--- config.mk ---
export PLATFORM = sky130hd
export DESIGN_NAME = plic_irq_filter_flat
export DESIGN_NICKNAME = d
export VERILOG_FILES = /design/src/rtl/plic_irq_filter_if.sv /design/src/rtl/plic_irq_filter.sv /design/src/flat_wrapper.sv
export SDC_FILE = /design/constraint.sdc
export NUM_CORES = 1
export LEC_CHECK = 0
export BUFFER_PORTS_ARGS = -buffer_cell sky130_fd_sc_hd__buf_4
export CAP_MARGIN = 10
export CORE_UTILIZATION = 50
export CTS_BUF_LIST = sky130_fd_sc_hd__clkbuf_4 sky130_fd_sc_hd__clkbuf_8
export CTS_CLUSTER_DIAMETER = 40
export DETAILED_ROUTE_END_ITERATION = 8
export GPL_ROUTABILITY_DRIVEN = 0
export PLACE_DENSITY = 0.7
export SKIP_CTS_REPAIR_TIMING = 1
export SLEW_MARGIN = 30
export SYNTH_ARGS = -nofsm -noshare
export SYNTH_HDL_FRONTEND = slang
export SYNTH_SLANG_ARGS = --single-unit
--- constraint.sdc ---
create_clock -name clk_i -period 2.32 [get_ports clk_i]
set_input_delay 0 -clock clk_i [delete_from_list [all_inputs] [get_ports clk_i]]
set_output_delay 0 -clock clk_i [all_outputs]
set_load 0.01 [all_outputs]
--- src/rtl/plic_irq_filter_if.sv ---
// Signal bundle between the interrupt conditioning stage and its driver.
// Plain levels, no handshake: every signal is sampled on each rising clock edge.
interface plic_irq_filter_if #(
  parameter int N_SOURCE  = 30,
  parameter int FILT_CNTW = 4
);
  logic [N_SOURCE-1:0]  irq_async_i;
  logic [N_SOURCE-1:0]  filt_en_i;
  logic [FILT_CNTW-1:0] filt_len_i;
  logic [N_SOURCE-1:0]  glitch_clr_i;
  logic [N_SOURCE-1:0]  irq_sources_o;
  logic [N_SOURCE-1:0]  rise_o;
  logic [N_SOURCE-1:0]  glitch_o;

  modport master (
    output irq_async_i, filt_en_i, filt_len_i, glitch_clr_i,
    input  irq_sources_o, rise_o, glitch_o
  );

  modport slave (
    input  irq_async_i, filt_en_i, filt_len_i, glitch_clr_i,
    output irq_sources_o, rise_o, glitch_o
  );
endinterface

--- src/rtl/plic_irq_filter.sv ---
// Per-source synchroniser, polarity fix and debounce filter ahead of the PLIC,
// with rising-edge pulses and sticky glitch flags.
module plic_irq_filter #(
  parameter int                  N_SOURCE    = 30,
  parameter int                  SYNC_STAGES = 2,
  parameter int                  FILT_CNTW   = 4,
  parameter logic [N_SOURCE-1:0] INV_MASK    = '0
) (
  input logic              clk_i,
  input logic              rst_i,
  plic_irq_filter_if.slave bus
);

  logic [N_SOURCE-1:0]  sync_q [SYNC_STAGES];
  logic [N_SOURCE-1:0]  s;
  logic [N_SOURCE-1:0]  out_q, out_d;
  logic [N_SOURCE-1:0]  prev_q;
  logic [N_SOURCE-1:0]  glitch_q, glitch_d;
  logic [FILT_CNTW-1:0] cnt_q [N_SOURCE];
  logic [FILT_CNTW-1:0] cnt_d [N_SOURCE];
  logic [FILT_CNTW:0]   len_ext;
  logic [FILT_CNTW:0]   inc;
  logic                 len_zero;

  // Reset loads INV_MASK so the normalised level starts inactive.
  always_ff @(posedge clk_i) begin
    if (rst_i) begin
      for (int i = 0; i < SYNC_STAGES; i++) sync_q[i] <= INV_MASK;
    end else begin
      sync_q[0] <= bus.irq_async_i;
      for (int i = 1; i < SYNC_STAGES; i++) sync_q[i] <= sync_q[i-1];
    end
  end

  assign s        = sync_q[SYNC_STAGES-1] ^ INV_MASK;
  assign len_ext  = {1'b0, bus.filt_len_i};
  assign len_zero = (bus.filt_len_i == '0);

  // Counter compare runs one bit wider than the counter so cnt+1 never wraps.
  always_comb begin
    out_d    = out_q;
    glitch_d = glitch_q & ~bus.glitch_clr_i;
    inc      = '0;
    for (int k = 0; k < N_SOURCE; k++) begin
      cnt_d[k] = cnt_q[k];
      inc      = {1'b0, cnt_q[k]} + (FILT_CNTW+1)'(1);
      if (!bus.filt_en_i[k] || len_zero) begin
        out_d[k] = s[k];
        cnt_d[k] = '0;
      end else if (s[k] == out_q[k]) begin
        cnt_d[k] = '0;
        if (cnt_q[k] != '0) glitch_d[k] = 1'b1;
      end else if (inc >= len_ext) begin
        out_d[k] = s[k];
        cnt_d[k] = '0;
      end else begin
        cnt_d[k] = inc[FILT_CNTW-1:0];
      end
    end
  end

  always_ff @(posedge clk_i) begin
    if (rst_i) begin
      out_q    <= '0;
      prev_q   <= '0;
      glitch_q <= '0;
      for (int k = 0; k < N_SOURCE; k++) cnt_q[k] <= '0;
    end else begin
      out_q    <= out_d;
      prev_q   <= out_q;
      glitch_q <= glitch_d;
      for (int k = 0; k < N_SOURCE; k++) cnt_q[k] <= cnt_d[k];
    end
  end

  assign bus.irq_sources_o = out_q;
  assign bus.rise_o        = out_q & ~prev_q;
  assign bus.glitch_o      = glitch_q;

endmodule

--- src/flat_wrapper.sv ---
// flat-port wrapper written by rule: the top's interface ports become plain ports
module plic_irq_filter_flat 
#(
  parameter int                  N_SOURCE    = 30,
  parameter int                  SYNC_STAGES = 2,
  parameter int                  FILT_CNTW   = 4,
  parameter logic [N_SOURCE-1:0] INV_MASK    = '0
)
  (clk_i, rst_i, bus_irq_async_i, bus_filt_en_i, bus_filt_len_i, bus_glitch_clr_i, bus_irq_sources_o, bus_rise_o, bus_glitch_o);
  plic_irq_filter_if #(.N_SOURCE(N_SOURCE), .FILT_CNTW(FILT_CNTW)) bus_i ();
  input logic clk_i;
  input logic rst_i;
  input wire logic [$bits(bus_i.irq_async_i)-1:0] bus_irq_async_i;
  input wire logic [$bits(bus_i.filt_en_i)-1:0] bus_filt_en_i;
  input wire logic [$bits(bus_i.filt_len_i)-1:0] bus_filt_len_i;
  input wire logic [$bits(bus_i.glitch_clr_i)-1:0] bus_glitch_clr_i;
  output wire logic [$bits(bus_i.irq_sources_o)-1:0] bus_irq_sources_o;
  output wire logic [$bits(bus_i.rise_o)-1:0] bus_rise_o;
  output wire logic [$bits(bus_i.glitch_o)-1:0] bus_glitch_o;
  assign bus_i.irq_async_i = bus_irq_async_i;
  assign bus_i.filt_en_i = bus_filt_en_i;
  assign bus_i.filt_len_i = bus_filt_len_i;
  assign bus_i.glitch_clr_i = bus_glitch_clr_i;
  assign bus_irq_sources_o = bus_i.irq_sources_o;
  assign bus_rise_o = bus_i.rise_o;
  assign bus_glitch_o = bus_i.glitch_o;
  plic_irq_filter #(.N_SOURCE(N_SOURCE), .SYNC_STAGES(SYNC_STAGES), .FILT_CNTW(FILT_CNTW), .INV_MASK(INV_MASK)) u_core (.clk_i(clk_i), .rst_i(rst_i), .bus(bus_i));
endmodule
==> summary.md, run 1 <==
| Metric | Value |
|---|---|
| Outcome | `finished with violations` |
| Failing checks | `design-rule violations` |
| Crit-path max FO | `5` |
| Final setup vio count | `0` |
| Max frequency | `463.4 MHz` |
| Worst path top cell family by delay | `buffers and inverters` |
| Adder-Cell Fraction of Synth Area | `16.68%` |
| Grt ovf | `0` |
| Initial antenna violation count | `0` |
| Buffers on Ports | `185` |
| Clk root buf | `clkbuf_8` |
| Final min period | `2.158 ns` |
| Row count | `59` |
| Initial DRC Count | `380` |
| TritonRoute pass-1 iters | `8` |
| Multiplexer area fraction after synthesis | `2.501%` |
| Proportion of layout cells with a drive suffix above 1 | `around 18%` |
| Relative slew margins | `60.46%` |
| Post-Syn Area per Cell | `9.599 um2` |
| XOR/XNOR Fraction of Synth Area | `around 5.8%` |
| Yosys cell types | `36` |
| Total Wirelength | `approximately 30000 um` |
| Pwr Density | `just over 600 nW/um2` |
| ANT cells | `0` |
| Skew-Pair Late Insertion Delay | `0.55 ns` |
| Arr. time, crit path | `~2.7 ns` |
| GRT Total Usage | `a little over a fifth` |
| Worst vdd rail ir drop | `474.6 uV` |
| DP HPWL | `19950 um` |
| Leak pwr | `7.826 nW` |
| Crit. End Element | `flip-flop` |
| Average routed wire per standard cell | `14.29 um` |
| Post-Synth Simple-Gate Area | `21.31%` |
| H-tree levels | `2` |
| Reg clk slew, reported paths | `~0.06 ns` |
| Total CTS buffers | `50` |
| Maxcap violations | `0` |
| CTS tree | `done` |
| Synth Net Count | `1683` |
| TritonCTS Sinks | `270` |
| Maximum clock insertion buffer count | `3` |
| Vias/cell | `just over 5` |
| DIE WIDTH | `166.4 um` |
| IO Pins | `186` |
| Non-filler cells, final | `2108` |
| Final antenna-violating net count | `0` |
| CP max stage delay | `~0.59 ns` |
| Hold Crit Class | `primary input to flip-flop` |
| Inst Count DP | `around 1900` |
| Fillcell total | `2070` |
| Crit path buf inv count | `3` |
| Final hold violation count | `0` |
| Largest family of logic cells by synthesized area | `simple AND/OR/NAND/NOR gates` |
| Required @ worst endpoint | `~2.8 ns` |
| Area grow syn2layout | `29.80%` |
| Vias in the first global route | `10510` |
| Number of synthesis warnings | `0` |
| Complex-gate fraction of the synthesized area | `9.894%` |
| DRC viols | `13` |
| RSZ-0062 raised after global routing | `no` |
| CP Launch Type | `flip-flop` |
| Initial Util | `51.39%` |
| Crit share post-route | `between 90% and 100%` |
| Area used by multi-input combinational logic | `between 7000 and 8000 um2` |
| Post-synthesis sequential area ratio | `about two fifths` |
| Core region area | `26280 um2` |
| CP most frequent cell | `dlygate4sd3_1` |
| CP Class | `flip-flop to flip-flop` |
| Synth Register Bits | `270` |
| Slowest stage cell, crit path | `dlygate4sd3_1` |
| Final slew viol count | `0` |
| Setup TNS | `0 ns` |
| Clk_skew | `0.01214 ns` |
| Reg area | `5405 um2` |
| CP cell instances | `inv_1, ha_1, nand2_1, a41oi_1, dlygate4sd3_1, nor2_1, dlygate4sd3_1` |
| Largest net degree at the start of global routing | `85` |
| Die area | `27670 um2` |
| Syn Inst Count | `1407` |
| Via count | `10830` |
| Mapped cell area | `around 14000 um2` |
| Final net count | `between 2000 and 2500` |
| Worst-margin pin slew | `slightly below 0.6 ns` |
| First-pass GRT wire length | `48560 um` |
| Die H | `between 150 and 200 um` |
## placed cells by master, fill, tap and decap left out, types with 2 or more instances in the layout
cell,count
a211oi_1,30
a21oi_1,10
a31oi_1,29
a41oi_1,20
and3_1,28
buf_12,6
buf_4,189
bufinv_16,2
clkbuf_4,12
clkbuf_8,66
clkinv_2,7
dfxtp_1,270
dlygate4sd3_1,110
ha_1,180
inv_1,94
mux2_1,16
mux2_2,14
nand2_1,51
nand2b_1,40
nand3_1,30
nand4_1,10
nor2_1,99
nor2b_1,180
nor3_1,41
nor3b_1,42
o2111a_1,8
o2111ai_1,2
o211ai_1,18
o211ai_2,12
o21ai_0,33
o21ai_1,26
xnor2_1,60
xor2_1,30
## layer usage
metal / vias to the layer above / part of all wire (%) / global-route usage, %
met5: - / 0 / 0
met4: 0 / 2.0 / 6.240
met3: 57 / 4.2 / 3.908
met2: 204 / 48 / 36.62
met1: 5044 / 45 / 25.73
li1: 5527 / - / -
## cell type report
type	instances	share of cell area, %
flip-flops and latches	270	30.83
inverters	94	2.013
well taps	335	2.391
clock inverters	11	0.6352
multi-input cells	1014	43.31
clock buffers	78	5.696
repair buffers	306	15.12
## stage by stage
| step | power, W | cell area, um2 | hold slack (ns) | utilization [%] | setup WS (ns) |
|---|---|---|---|---|---|
| floorplan | 0.005359 | 13510 | 0.1282 | - | 0.5052 |
| finish | 0.01069 | 17530 | 0.2051 | 66.71 | 0.1618 |
| global route | 0.01117 | 17530 | 0.1744 | 66.71 | 0.06040 |
| CTS | 0.01071 | 16430 | -0.3941 | 62.52 | 0.3202 |
| detailed placement | 0.005725 | 15320 | 0.2166 | 58.29 | 0.3618 |
| global placement | 0.005709 | 15320 | 0.2113 | 58.29 | 0.4309 |
## path summary, 6_finish.rpt
path / start / to / slack [ns] / depth (start not counted)
max: u_core.cnt_q[4][12] / u_core.bus.glitch_o[19] / 0.16 / 7
min: bus_irq_async_i[27] / u_core.sync_q[0][27] / 0.21 / 3
max reg2reg: u_core.cnt_q[4][12] / u_core.bus.glitch_o[19] / 0.16 / 7
min reg2reg: u_core.sync_q[0][4] / u_core.sync_q[0][34] / 0.43 / 1
## power by group
| part | switching [W] | internal, W | total, W |
|---|---|---|---|
| clock | 0.00199 | 0.00295 | 0.00494 |
| sequential | 0.0000585 | 0.00473 | 0.00479 |
| combinational | 0.000465 | 0.000500 | 0.000964 |
| total | 0.00251 | 0.00818 | 0.0107 |
## flip-flops by register name, summed over array words and instances, names as in the netlist
signal	cells
u_core.bus.glitch_o	30
u_core.sync_q	60
u_core.prev_q	30
u_core.bus.irq_sources_o	30
u_core.cnt_q	120
## logic make-up after synthesis
kind of cell | after synthesis
buffers and inverters | 123
AND/OR/NAND/NOR | 524
AO/OA/AOI/OAI | 190
flip-flops | 270
XOR/XNOR | 90
multiplexers | 30
adder cells (fa/ha/maj) | 180
## cell usage after synthesis, drive strengths merged
| cell | number | share of area, % |
|---|---|---|
| buf | 8 | 0.55 |
| nor3 | 41 | 1.5 |
| nor2 | 99 | 2.8 |
| nand3 | 31 | 1.2 |
| a31oi | 29 | 1.3 |
| dfxtp | 270 | 40 |
| and3 | 28 | 1.3 |
| nor3b | 42 | 2.3 |
| o21ai | 59 | 2.2 |
| xnor2 | 60 | 3.9 |
| nand2 | 51 | 1.4 |
| a21oi | 10 | 0.37 |
| mux2 | 30 | 2.5 |
| a211oi | 30 | 1.7 |
| inv | 94 | 2.6 |
| o2111ai | 2 | 0.13 |
| nor2b | 180 | 8.3 |
| o211ai | 30 | 2.1 |
| nand2b | 40 | 1.9 |
| ha | 180 | 17 |
| clkbuf | 21 | 0.60 |
| xor2 | 30 | 1.9 |
| a41oi | 20 | 1.3 |
| or4 | 1 | 0.083 |
| o21bai | 1 | 0.056 |
| o2111a | 8 | 0.67 |
| a31o | 1 | 0.065 |
| nand4 | 10 | 0.46 |
| or3b | 1 | 0.065 |
## worst reg2reg max path, cell delays in order (launching register included)
cell           delay [ns]
dfxtp_1              0.41
inv_1                0.07
ha_1                 0.19
nand2_1              0.08
a41oi_1              0.12
dlygate4sd3_1        0.59
nor2_1               0.09
dlygate4sd3_1        0.56
(Power assumes the default switching activity.)
==> inputs of run 2 (changes only) <==
ABC_AREA = 1   (was not set)
PLACE_DENSITY = 0.71   (was 0.7)
==> summary.md, run 2 <==
| Metric | Value |
|---|---|
| Finished Cell Area | `18280 um2 (+4.3%)` |
| Largest net degree at the start of global routing | `83 (-2.4%)` |
| Post-synthesis sequential area ratio | `38.25% (-1.8 points)` |
| Yosys top cell by area | `dfxtp_1` |
| Worst reg2reg setup slack | `0.22 ns (+0.05 ns)` |
| Maxcap violations | `0 (unchanged)` |
| Post-synth top area share | `38.25% (-1.8 points)` |
| Hold Path Depth | `4 (+1)` |
| Setup TNS | `0 ns (unchanged)` |
| CP cell instances | `inv_1, ha_1, a21oi_1, a21oi_1, dlygate4sd3_1, nor2_1, dlygate4sd3_1` |
| Buffers on Ports | `185 (unchanged)` |
| Skew-Pair Late Insertion Delay | `0.56 ns (about the same)` |
| Via count | `12050 (+11%)` |
| Area grow syn2layout | `29.35%` |
| CP Launch Type | `flip-flop` |
| Synth Register Bits | `270 (unchanged)` |
| Hold Startpoint | `bus_irq_async_i[15]` |
| Most frequent cells in the layout | `inv_1, nor2_1, nand2_1` |
| Number of synthesis warnings | `0 (unchanged)` |
| Proportion of layout cells with a drive suffix above 1 | `15.81% (-2.0 points)` |
| DIE WIDTH | `170.1 um (+2.3%)` |
| Clk pwr share | `42.9% (-3.3 points)` |
| Arr. time, crit path | `2.61 ns (-0.04 ns)` |
| Core region area | `27780 um2 (+5.7%)` |
| First-pass GRT wire length | `49870 um (+2.7%)` |
| CTS tree | `done` |
| Initial Util | `50.87% (-0.52 points)` |
| CP Class | `flip-flop to flip-flop` |
| Relative slew margins | `72.49% (+12 points)` |
| EDFF count, synth | `0 (unchanged)` |
| Maximum clock insertion buffer count | `3 (unchanged)` |
| Synth Flop Type | `dfxtp_1` |
| Reg2reg end | `u_core.bus.glitch_o[8]` |
| Worst hold endpoint | `u_core.sync_q[0][15]` |
| Max frequency | `475.1 MHz (+2.5%)` |
| DRC viols | `0 (-13)` |
| Row count | `61 (+3.4%)` |
| Worst-margin pin slew | `0.4127 ns (-0.1804 ns)` |
| CP max stage delay | `0.56 ns (-0.03 ns)` |
| Pwr Density | `595.0 nW/um2 (-2.5%)` |
| Async set-reset flop share out of synthesis | `0% (unchanged)` |
| Biggest regs | `u_core.cnt_q (120), u_core.sync_q (60)` |
| Reg clk slew, reported paths | `0.06 ns (about the same)` |
| Combinational group share of total power | `12.2% (+3.2 points)` |
| Final slew viol count | `0 (unchanged)` |
| DP HPWL | `21300 um (+6.8%)` |
| Die area | `28940 um2 (+4.6%)` |
| Reg power frac | `44.9% (about the same)` |
| Final hold violation count | `0 (unchanged)` |
| Crit. End Element | `flip-flop` |
| Post-place instance area | `15980 um2 (+4.3%)` |
| Worst vdd rail ir drop | `521.3 uV (+9.8%)` |
| Total Wirelength | `32270 um (+7.1%)` |
| Max FFs per register | `120 (unchanged)` |
| Worst r2r path cells | `7 (unchanged)` |
| TritonCTS Sinks | `270 (unchanged)` |
| Biggest register | `u_core.cnt_q` |
| Most frequent cells after synthesis | `inv_1, nor2_1, nand2_1` |
| Initial DRC Count | `438 (+15%)` |
| Initial antenna violation count | `0 (unchanged)` |
| Total CTS buffers | `50 (unchanged)` |
| Switch Pwr | `0.002810 W (+12%)` |
| Vias in the first global route | `11160 (+6.3%)` |
| Clk_skew | `0.01439 ns (+0.002246 ns)` |
| TritonRoute pass-1 iters | `6 (-2)` |
| Average routed wire per standard cell | `12.36 um (-14%)` |
| Grt ovf | `0 (unchanged)` |
| Die H | `170.1 um (+2.3%)` |
| Final antenna-violating net count | `0 (unchanged)` |
| Commonest non-fill, non-tap cell in the layout | `inv_1` |
| Syn Inst Count | `1844 (+31%)` |
| Crit-path max FO | `5 (unchanged)` |
| Clk root buf | `clkbuf_8` |
| Synth Net Count | `2120 (+26%)` |
| GRT Total Usage | `21.02% (+0.21 points)` |
| IO Pins | `186 (unchanged)` |
| Mapped cell area | `14130 um2 (+4.6%)` |
| Final net count | `2474 (+23%)` |
| Internal power | `0.008066 W (-1.4%)` |
| Crit share post-route | `90.72% (-2.3 points)` |
| Yosys cell types | `26 (-28%)` |
| Largest cells by area after synthesis | `dfxtp_1, ha_1, inv_1, nor2_1, nand2_1` |
| R2R Path Start | `u_core.cnt_q[2][0]` |
| Vias/cell | `4.616 (-10%)` |
| Required @ worst endpoint | `2.83 ns (+0.02 ns)` |
| H-tree levels | `2 (unchanged)` |
| Most frequent cell after synthesis | `inv_1` |
| Final setup vio count | `0 (unchanged)` |
| Outcome | `completed` |
| ANT cells | `0 (unchanged)` |
| Post-Syn Area per Cell | `7.664 um2 (-20%)` |
| Hold Crit Class | `primary input to flip-flop` |
| Final min period | `2.105 ns (-0.05337 ns)` |
| Sw Share | `25.84% (+2.4 points)` |
| Slowest stage cell, crit path | `dlygate4sd3_1` |
| Leak pwr | `9.069 nW (+16%)` |
| RSZ-0062 raised after global routing | `no` |
[run 2: changes by cell type after synthesis, moves of 38 or more]
cell	delta
inv_1	+297
nand2_1	+246
nor2_1	+243
nor2b_1	-180
nand3_1	+45
xnor2_1	-45
xor2_1	+45
nor3b_1	-42
nor3_1	-41
nand2b_1	-40
a21oi_1	+38
[run 2: metrics by stage]
step	util, %	power [W]	instances	setup WS [ns]	hold WS (ns)
global placement	57.53	0.006112	2398	0.6381	0.1988
detailed placement	57.53	0.006145	2398	0.5688	0.2077
finish	65.80	0.01088	2611	0.2152	0.1917
CTS	61.26	0.01086	2485	0.5502	-0.4104
global route	65.80	0.01140	2611	0.04216	0.1735
floorplan	-	0.005666	1844	0.7484	0.1070
[run 2: worst max-delay path, delay by kind of cell (launching register included)]
family | cells | cell delay, ns
buffers and inverters | 3 | 1.16
DFF | 1 | 0.41
AOI/OAI and AO/OA | 2 | 0.21
adders and majority gates | 1 | 0.20
and+or+nand+nor | 1 | 0.08
[run 2: how the worst max path moves through the flow]
stage	startpoint	to	cells after the start
detailed placement	u_core.cnt_q[4][12]	u_core.cnt_q[4][12]	10
global route	u_core.cnt_q[2][0]	u_core.bus.glitch_o[8]	7
finish	u_core.cnt_q[2][0]	u_core.bus.glitch_o[8]	7
global placement	u_core.cnt_q[3][8]	u_core.cnt_q[3][11]	10
floorplan	u_core.cnt_q[5][8]	u_core.bus.irq_sources_o[22]	11
CTS	u_core.cnt_q[4][12]	u_core.cnt_q[4][12]	10
[run 2: metal layers]
layer	GRT usage, %	part of all wire, %	vias up
li1	-	-	6283
met3	5.070	5.2	61
met1	25.69	45	5447
met4	6.463	2.3	0
met5	0	0	-
met2	36.30	48	261
[run 2: cell type report]
type / instances / area (um2)
fill: 2312 / 9502
multi-input combinational: 1157 / 7104
sequential: 270 / 5405
timing repair buffer: 325 / 2780
inverter: 394 / 1480
clock buffer: 78 / 973.4
tap: 378 / 473.0
clock inverter: 9 / 63.81
[run 2: power by group through the flow]
| stage | clock network [W] | logic [W] | registers [W] |
|---|---|---|---|
| final | 0.00467 | 0.00133 | 0.00488 |
| after global routing | 0.00501 | 0.00150 | 0.00489 |
| after CTS | 0.00481 | 0.00118 | 0.00488 |
| after detailed placement | 0 | 0.00117 | 0.00498 |
| after global placement | 0 | 0.00114 | 0.00497 |
| after floorplan | 0 | 0.000688 | 0.00498 |
[run 2: cells by family (layout without fill, tap and decap cells)]
kind of cell	Yosys count	count (layout)	synth area share, %
buf+inv	417	806	11.48
simple gates	794	794	24.67
fa+ha+maj	180	180	15.94
xor+xnor	90	90	5.578
compound gates	93	93	4.090
flops	270	270	38.25
